$ cat src/rtl/mem_arbiter.sv
// Round-robin, lockable arbiter sharing one single-port memory between the host
// command path and the gpu sprite engine; every access costs an IDLE->ISSUE pair.
module mem_arbiter #(
  parameter int ADDR_WIDTH = 16,
  parameter int DATA_WIDTH = 8
) (
  input  logic                  clk,
  input  logic                  rst_n,
  input  logic                  h_req,
  input  logic                  g_req,
  input  logic                  h_lock,
  input  logic                  g_lock,
  input  logic                  h_write,
  input  logic                  g_write,
  input  logic [ADDR_WIDTH-1:0] h_addr,
  input  logic [ADDR_WIDTH-1:0] g_addr,
  input  logic [DATA_WIDTH-1:0] h_wdata,
  input  logic [DATA_WIDTH-1:0] g_wdata,
  output logic                  h_ack,
  output logic                  g_ack,
  output logic                  h_rvalid,
  output logic                  g_rvalid,
  output logic [DATA_WIDTH-1:0] rdata,
  output logic                  mem_read,
  output logic                  mem_write,
  output logic [ADDR_WIDTH-1:0] mem_addr,
  output logic [DATA_WIDTH-1:0] mem_write_byte,
  input  logic [DATA_WIDTH-1:0] mem_read_byte,
  output logic                  dbg_state
);

  // Handshake: a requester raises req with stable fields and holds them until
  // its one-cycle ack; read data arrives on rdata with a one-cycle rvalid the
  // cycle after the ack. Req is not looked at while an access is in ISSUE.
  typedef enum logic {IDLE = 1'b0, ISSUE = 1'b1} state_t;
  typedef enum logic {OWN_HOST = 1'b0, OWN_GPU = 1'b1} owner_t;

  state_t                state_q, state_d;
  owner_t                owner_q, owner_d;
  logic                  mem_read_q, mem_read_d;
  logic                  mem_write_q, mem_write_d;
  logic [ADDR_WIDTH-1:0] mem_addr_q, mem_addr_d;
  logic [DATA_WIDTH-1:0] mem_wbyte_q, mem_wbyte_d;
  logic                  h_ack_q, h_ack_d;
  logic                  g_ack_q, g_ack_d;
  logic                  h_rvalid_q, h_rvalid_d;
  logic                  g_rvalid_q, g_rvalid_d;

  logic lock_held;
  logic h_elig;
  logic g_elig;
  logic grant_gpu;

  always_comb begin
    state_d     = state_q;
    owner_d     = owner_q;
    mem_read_d  = 1'b0;
    mem_write_d = 1'b0;
    mem_addr_d  = mem_addr_q;
    mem_wbyte_d = mem_wbyte_q;
    h_ack_d     = 1'b0;
    g_ack_d     = 1'b0;
    h_rvalid_d  = 1'b0;
    g_rvalid_d  = 1'b0;

    // A held lock by the current owner shuts the other side out, even if the
    // owner itself is not requesting right now.
    lock_held = (owner_q == OWN_GPU) ? g_lock : h_lock;
    h_elig    = h_req && (!lock_held || owner_q == OWN_HOST);
    g_elig    = g_req && (!lock_held || owner_q == OWN_GPU);
    grant_gpu = g_elig && (!h_elig || owner_q == OWN_HOST);

    case (state_q)
      IDLE: begin
        if (h_elig || g_elig) begin
          state_d = ISSUE;
          if (grant_gpu) begin
            owner_d     = OWN_GPU;
            mem_read_d  = !g_write;
            mem_write_d = g_write;
            mem_addr_d  = g_addr;
            mem_wbyte_d = g_wdata;
            g_ack_d     = 1'b1;
          end else begin
            owner_d     = OWN_HOST;
            mem_read_d  = !h_write;
            mem_write_d = h_write;
            mem_addr_d  = h_addr;
            mem_wbyte_d = h_wdata;
            h_ack_d     = 1'b1;
          end
        end
      end
      ISSUE: begin
        state_d    = IDLE;
        h_rvalid_d = h_ack_q && mem_read_q;
        g_rvalid_d = g_ack_q && mem_read_q;
      end
      default: state_d = IDLE;
    endcase
  end

  always_ff @(posedge clk or negedge rst_n) begin
    if (!rst_n) begin
      state_q     <= IDLE;
      owner_q     <= OWN_GPU;
      mem_read_q  <= 1'b0;
      mem_write_q <= 1'b0;
      mem_addr_q  <= '0;
      mem_wbyte_q <= '0;
      h_ack_q     <= 1'b0;
      g_ack_q     <= 1'b0;
      h_rvalid_q  <= 1'b0;
      g_rvalid_q  <= 1'b0;
    end else begin
      state_q     <= state_d;
      owner_q     <= owner_d;
      mem_read_q  <= mem_read_d;
      mem_write_q <= mem_write_d;
      mem_addr_q  <= mem_addr_d;
      mem_wbyte_q <= mem_wbyte_d;
      h_ack_q     <= h_ack_d;
      g_ack_q     <= g_ack_d;
      h_rvalid_q  <= h_rvalid_d;
      g_rvalid_q  <= g_rvalid_d;
    end
  end

  assign h_ack          = h_ack_q;
  assign g_ack          = g_ack_q;
  assign h_rvalid       = h_rvalid_q;
  assign g_rvalid       = g_rvalid_q;
  assign rdata          = mem_read_byte;
  assign mem_read       = mem_read_q;
  assign mem_write      = mem_write_q;
  assign mem_addr       = mem_addr_q;
  assign mem_write_byte = mem_wbyte_q;
  assign dbg_state      = state_q;

endmodule

$ cat config.mk
export PLATFORM = sky130hd
export DESIGN_NAME = mem_arbiter
export DESIGN_NICKNAME = d
export VERILOG_FILES = /design/src/rtl/mem_arbiter.sv
export SDC_FILE = /design/constraint.sdc
export NUM_CORES = 1
export LEC_CHECK = 0
export CORE_UTILIZATION = 40
export DETAILED_ROUTE_END_ITERATION = 12
export PLACE_DENSITY = 0.86
export SYNTH_ARGS = -nofsm -noshare
export SYNTH_HDL_FRONTEND = slang
export SYNTH_SLANG_ARGS = --single-unit
$ cat constraint.sdc
create_clock -name clk -period 4.5 [get_ports clk]
set_input_delay 0.675 -clock clk [delete_from_list [all_inputs] [get_ports clk]]
set_output_delay 0.675 -clock clk [all_outputs]
set_load 0.02 [all_outputs]
==> flow_summary.ini, run 1 <==
[status]
status = completed

[setup_path]
critPathCaptureType = flop
path_class = primary input to flop
critical_path.top_delay_family = compound AO/OA/AOI/OAI gates
cp.required_ns = 4.66
path_max_fanout = 27
slowest_stage = o211ai_4
cp_data_arrival_time_ns = 2.71
cp_slowest_stage_delay_ns = 0.76
timing.critical_path.buf_inv = 1
cp_cell_sequence = clkdlybuf4s50_1 > nand2_1 > o211ai_4 > mux2_2 > mux2_2
critPathLaunchType = primary input
cpMostUsedCell = mux2_2

[pwr]
p_int_mw = 1.00
p_comb_frac = 0.522
peakVddDrop_mv = 0.394
seq_power_share = 0.333
pwr-share-clk = 0.145
switching_share = 0.340
p_leak_nw = 1.09
power.density_nw_per_um2 = 592
power.switching_uw = 517

[route]
routed_via_density = 4.90
firstDrtPassIters = 4
vias = 1181
wl_um = 3950
avgRoutedWirePerCell_um = 16.4
drc = 0
drtAntennaViolNets = 0
drt_iter0_markers = 19

[flow_run]
cap_violations = 0

[layout]
largest_reg_flops = 16
n_antenna_cell = 0
fin_nets = 254
final_common_cell = clkdlybuf4s50_1
layout_common_cells = clkdlybuf4s50_1 (86), dfrtp_1 (31), mux2_2 (26)
area_delta_synth_final_pct = 53.9
layout-drive-gt1-share = 0.319
utilization = 0.642

[sta]
finalMaxSlewViolations = 0
rsz0062_at_grt = no
period_minus_slack_ns = 2.55
fmax_ghz = 0.392
post-route-period-util = 0.567
worst_pin_slew_ns = 0.955
slew_headroom = 0.360
setup_viol = 0
hold_viol_final = 0
clock_skew_ns = 0.00401
fin_setup_tns_ns = 0

[synth]
syn_area_per_cell_um2 = 15.4
yosys.area_share.simple = 0.0555
ys_seq_area_frac = 0.481
ys_ff_latch = 32
synth_compound_area_frac = 0.0368
yosys_warnings = 0
synth_nets = 172
synthAdderAreaFrac = 0
synth_edf_count = 0
synth_top_area_frac = 0.465
yosys-top-cells-area = dfrtp_1 (47%), mux2_2 (18%), mux2_4 (16%)
synth_cell_types = 21
async_reset_ff_frac = 1.00
synth_xor_area_frac = 0
synth_mux_area_frac = 0.344
synth.largest_area_cell = dfrtp_1
netlist_instances = 108
synthesis.area_um2 = 1670
synth_top_family_by_area = multiplexers
synthFlopType = dfrtp_1

[floorplan]
fp.dieH_um = 66.6
die_width_um = 66.6
core_um2 = 4000
initial_utilization = 0.417
dieArea_um2 = 4430
io-pin-count = 103
rows = 23

[placed_design]
hpwlAfterDp_um = 2970
io_buffers = 86
gp_congestion = 0.735

[global_route]
grt_max_degree = 28
grt_first_pass_wirelength_um = 6390
grt_pass1_vias = 1365
antenna_found_initial = 0
grt-ovfl-total = 0
gr-usage-all-layers = 0.200

[clocking]
cts_hold_buf = 0
cts_resized = 0
root_buffer = clkbuf_8
cts_buffers = 5
clk_pin_slew_ns = 0.06
cts_sinks = 32
clk_latency_ns = 0.27
cts_tree = done
cts_setup_buffers = 0
cts_buffer_depth = 2
cts-htree-levels = 2

[hold_path]
hold_class = flop to flop
[cell type report]
class	count	area, µm²
fillers	294	1430
repair buffers	87	868
flip-flops and latches	32	802
multi-input cells	63	727
clock buffers	8	90.1
well taps	50	62.6
inverters	1	16.3
[power by group through the flow]
stage	registers (mW)	clock network (mW)	logic, mW
finish	0.506	0.220	0.793
global route	0.522	0.239	0.836
CTS	0.506	0.225	0.802
detailed placement	0.502	0	0.802
global placement	0.498	0	0.778
floorplan	0.644	0	0.338
[cells in the mapped netlist, types with 2 or more instances]
cell type  instances
nor2_1             3
and3_1             2
nor3b_1            2
a221o_2            2
mux2_4            18
buf_4              8
dfrtp_1           31
buf_6              2
buf_12             2
nand2_1            2
mux2_2            26
[path summary, 6_finish.rpt]
path / slack, ns / depth (start not counted) / end / startpoint
min in group asynchronous: 0.77 / 1 / mem_addr[6] / rst_n
worst min-delay path: 0.51 / 1 / mem_write_byte[2] / mem_write_byte[2]
worst min register to register: 0.51 / 1 / mem_write_byte[2] / mem_write_byte[2]
max in group asynchronous: 3.00 / 2 / owner_q / rst_n
worst max register to register: 2.27 / 4 / mem_addr[5] / owner_q
worst max-delay path: 1.95 / 5 / mem_addr[5] / h_req
[metal layers]
layer	global-route usage	vias to the layer above	share of wire
met5	0	-	0
met4	0.0612	0	0.0066
met3	0.0839	4	0.088
met2	0.350	60	0.53
met1	0.216	576	0.37
li1	-	541	-
[cells by family after synthesis]
family / Yosys count
buffers and inverters: 13
flip-flops: 32
AND/OR/NAND/NOR: 13
AO/OA/AOI/OAI: 5
multiplexers: 45
[through the flow]
stage	total power, mW	hold WS (ns)	setup WS, ns	area, µm²	cells
global placement	1.28	0.493	1.77	2480	233
global route	1.60	0.532	1.86	2570	241
floorplan	0.982	0.379	2.60	1670	108
CTS	1.53	0.510	1.94	2570	241
finish	1.52	0.510	1.95	2570	241
detailed placement	1.30	0.491	1.66	2480	233
[worst register-to-register path: stages (launching register included)]
cell      delay (ns)
dfstp_2         0.57
nand2_1         0.09
o211ai_4        0.76
mux2_2          0.43
mux2_2          0.27
Note: power is estimated with default switching activity, not from simulation.
==> run 2: changes to the inputs <==
CORE_UTILIZATION = 33   (was 40)
PLACE_DENSITY = 0.76   (was 0.86)
clock period = 2.2 ns   (was 4.5 ns; I/O delays follow)
==> run 2 against run 1 <==
Against the previous run:
- power up 110%
- via count fell by 2.7%
- register-to-register slack worse by 1.9 ns
- die area is 21% higher
- combinational power grew 110%
- non-clock buffer count grew 1
- worst setup slack got worse by 1.6 ns
- critical path depth unchanged
- hold slack got worse by 0.074 ns
- clock power increased to 2.6 times the previous value
- design area grew 2.6%
- global-route usage decreased by 5.2 points
- largest power group unchanged
- highest routed layer unchanged
==> flow_summary.ini, run 2 (synthesis gave the netlist of run 1 again) <==
[setup_path]
r2r-start = owner_q
reg2reg_to = mem_addr[7]
worst_r2r_path_depth = 5
cp_data_arrival_time_ns = 2.01
cp.required_ns = 2.37
critPathCaptureType = flop
reg2reg_slack_ns = 0.35
path_class = flop to flop
critPathLaunchType = flop
path_max_fanout = 24

[sta]
finalMaxSlewViolations = 0
rsz0062_at_grt = no
fin_setup_tns_ns = 0
worst_pin_slew_ns = 0.415
setup_ws_ns = 0.354
fmax_ghz = 0.542
hold_viol_final = 0
post-route-period-util = 0.839
period_minus_slack_ns = 1.85
slew_headroom = 0.723
fin_hold_ws_ns = 0.436
clock_skew_ns = 0.00412
setup_viol = 0

[layout]
layout-drive-gt1-share = 0.333
largest_reg_flops = 16
utilization = 0.550
n_antenna_cell = 0
final_common_cell = clkdlybuf4s50_1
layout_common_cells = clkdlybuf4s50_1 (86), dfrtp_1 (31), mux2_2 (26)
fin_nets = 255
area_delta_synth_final_pct = 57.8

[global_route]
grt_first_pass_wirelength_um = 5770
grt_max_degree = 33
antenna_found_initial = 0
gr-usage-all-layers = 0.147
grt_pass1_vias = 1207
grt-ovfl-total = 0

[clocking]
cts-htree-levels = 2
cts_sinks = 32
cts_setup_buffers = 0
cts_resized = 0
cts_buffers = 5
clk_pin_slew_ns = 0.07
cts_buffer_depth = 2
cts_hold_buf = 0
clk_latency_ns = 0.28
cts_tree = done
root_buffer = clkbuf_8

[floorplan]
fp.dieH_um = 73.1
io-pin-count = 103
initial_utilization = 0.348
core_um2 = 4790
die_width_um = 73.1
dieArea_um2 = 5340
rows = 25

[placed_design]
io_buffers = 86
place_ws_ns = 0.122
gp_congestion = 0.729
hpwlAfterDp_um = 2670

[route]
avgRoutedWirePerCell_um = 14.2
drt_iter0_markers = 13
firstDrtPassIters = 2
vias = 1149
routed_via_density = 4.44
drtAntennaViolNets = 0
drc = 0
wl_um = 3680

[status]
status = completed

[pwr]
seq_power_share = 0.316
p_int_mw = 2.15
pwr-share-clk = 0.177
p_comb_frac = 0.507
switching_share = 0.334
peakVddDrop_mv = 0.559
power.density_nw_per_um2 = 1220
p_leak_nw = 1.11
power.switching_mw = 1.08

[flow_run]
cap_violations = 0

[hold_path]
hold_class = primary input to async pin
run 2: cell type report:
class / instances / area (µm²)
flip-flops and latches: 32 / 802
repair buffers: 88 / 888
multi-input cells: 63 / 727
well taps: 67 / 83.8
inverters: 1 / 16.3
clock inverters: 3 / 46.3
clock buffers: 5 / 68.8
fillers: 414 / 2150
run 2: per-stage QoR:
stage          cell area [µm²]  total power [mW]  cells
6_report                  2630              3.22    259
3_5_place_dp              2520              2.67    251
4_1_cts                   2630              3.26    259
2_1_floorplan             1670              2.01    108
5_1_grt                   2630              3.39    259
3_3_place_gp              2520              2.65    251
run 2: critical path, cell delays in order, from the launching register on:
cell and delay [ns]:
dfstp_2 0.56, nand2b_4 0.15, a21oi_2 0.07, or3_4 0.43
clkinv_8 0.17, mux2_2 0.35
run 2: worst max path at each step:
stage / startpoint / endpoint / depth (start not counted) / slack, ns
3_3_place_gp: g_req / mem_addr[4] / 5 / 0.14
3_5_place_dp: g_req / mem_addr[7] / 5 / 0.12
4_1_cts: owner_q / mem_addr[7] / 5 / 0.34
6_report: owner_q / mem_addr[7] / 5 / 0.35
2_1_floorplan: owner_q / mem_addr[10] / 6 / 0.44
5_1_grt: owner_q / mem_addr[4] / 5 / 0.29
run 2: per-layer routing:
layer / vias up / GRT usage / part of all wire
li1: 546 / - / -
met1: 541 / 0.171 / 0.42
met2: 57 / 0.236 / 0.47
met3: 5 / 0.0746 / 0.10
met4: 0 / 0.0479 / 0.0092
met5: - / 0 / 0
run 2: power groups by stage:
stage | sequential, mW | clock, mW | combinational [mW]
global route | 1.05 | 0.619 | 1.72
global placement | 1.03 | 0 | 1.63
floorplan | 1.32 | 0 | 0.691
CTS | 1.02 | 0.590 | 1.65
detailed placement | 1.02 | 0 | 1.65
finish | 1.02 | 0.572 | 1.63
==> run 3: changes to the inputs <==
clock period = 1.6 ns   (was 2.2 ns; I/O delays follow)
==> run 3 against run 2 <==
Against the previous run:
- the flow now finishes with violations (setup timing)
- maximum frequency is 4.8% higher
- clock skew is 0.00053 ns lower
- critical path depth stayed put
- worst setup slack worse by 0.51 ns
==> flow_summary.ini, run 3 (synthesis gave the netlist of run 1 again) <==
[floorplan]
fp.dieH_um = 73.1
io-pin-count = 103
initial_utilization = 0.348
rows = 25
dieArea_um2 = 5340
die_width_um = 73.1
core_um2 = 4790

[global_route]
grt_max_degree = 33
grt_pass1_vias = 1320
grt-ovfl-total = 0
antenna_found_initial = 0
gr-usage-all-layers = 0.153
grt_first_pass_wirelength_um = 6180

[sta]
setup_viol = 26
post-route-period-util = 1.10
setup_ws_ns = -0.161
rsz0062_at_grt = yes
fin_setup_tns_ns = -3.65
slew_headroom = 0.741
period_minus_slack_ns = 1.76
clock_skew_ns = 0.00359
fmax_ghz = 0.568
worst_pin_slew_ns = 0.388
finalMaxSlewViolations = 0
hold_viol_final = 0

[route]
drc = 0
firstDrtPassIters = 4
drtAntennaViolNets = 0
vias = 1202
drt_iter0_markers = 30
avgRoutedWirePerCell_um = 13.9
routed_via_density = 4.45
wl_um = 3770

[pwr]
p_leak_nw = 1.19
power.density_nw_per_um2 = 1660
finalPower_mw = 4.59
peakVddDrop_mv = 0.815

[clocking]
cts_sinks = 32
clk_pin_slew_ns = 0.07
cts_buffers = 5
cts-htree-levels = 2
root_buffer = clkbuf_8
cts_tree = done
clk_latency_ns = 0.28
cts_buffer_depth = 2

[layout]
utilization = 0.580
final_common_cell = clkdlybuf4s50_1
layout-drive-gt1-share = 0.379
n_antenna_cell = 0
fin_area_um2 = 2770
layout_common_cells = clkdlybuf4s50_1 (85), dfrtp_1 (31), mux2_2 (22), mux2_4 (22), buf_4 (7)
area_delta_synth_final_pct = 66.3
fin_nets = 266
largest_reg_flops = 16

[setup_path]
critical_path.top_delay_family = flip-flops
critPathLaunchType = flop
slowest_stage = dfstp_2
cp_slowest_stage_delay_ns = 0.56
path_class = flop to flop
path_max_fanout = 24
timing.critical_path.buf_inv = 1
cp.required_ns = 1.76
critPathCaptureType = flop
cp_cell_sequence = nand2b_4 > a21oi_4 > or3_4 > clkinv_8 > mux2_4
cp_data_arrival_time_ns = 1.92

[status]
violations = setup timing
status = finished with violations

[placed_design]
hpwlAfterDp_um = 2730
io_buffers = 86
gp_congestion = 0.734
place_ws_ns = -0.370
place_area_um2 = 2620

[flow_run]
cap_violations = 0

[hold_path]
hold_class = primary input to async pin
[run 3: changes by cell type in the layout (fill, tap and decap cells not counted), moves of 2 or more]
cell / change
mux2_2: -4
buf_6: +3
mux2_4: +4
buf_12: +2
buf_4: +6
[run 3: where the power goes]
group / switching [mW] / total, mW / internal [mW]
registers: 0.216 / 1.39 / 1.18
logic: 1.01 / 2.45 / 1.45
clock network: 0.282 / 0.743 / 0.462
[run 3: worst reg2reg max path, cell delays in order (launching register included)]
cell      delay, ns
dfstp_2        0.56
nand2b_4       0.15
a21oi_4        0.06
or3_4          0.38
clkinv_8       0.17
mux2_4         0.33
[run 3: timing repair]
action / 4_1_cts / 5_1_grt
hold buffers: 0 / 0
endpoints found under the setup margin: 26 / 28
gates resized for setup: 5 / 5
setup buffers: 1 / 1
[run 3: area by class of cell]
type,count,area (µm²)
Tap cell,67,83.8
Clock inverter,2,35.0
Timing Repair Buffer,99,1010
Sequential cell,32,802
Multi-Input combinational cell,63,758
Clock buffer,6,72.6
Inverter,1,16.3
Fill cell,397,2010
[run 3: routing by layer]
layer  wire length, µm  vias to the layer above  global-route usage  share of wire
met3               343                        6              0.0691          0.091
met2              1860                       53               0.254           0.49
met4                24                        0              0.0414         0.0064
met5                 0                        -                   0              0
met1              1540                      581               0.180           0.41
li1                  -                      562                   -              -
[run 3: worst paths after layout]
kind,endpoint,slack [ns],startpoint,cells past startpoint
setup reg to reg,mem_write_byte[0],-0.16,owner_q,5
hold / removal,mem_write,0.33,rst_n,2
hold reg to reg,mem_addr[14],0.51,mem_addr[14],1
min in group clk,rdata[6],0.48,mem_read_byte[6],0
setup / recovery,mem_write_byte[0],-0.16,owner_q,5
max in group asynchronous,owner_q,1.04,rst_n,2
[run 3: per-stage QoR]
stage	cells	hold slack [ns]
floorplan	108	-0.0556
global placement	260	0.480
detailed placement	260	0.480
CTS	269	0.327
global route	270	0.329
finish	270	0.327
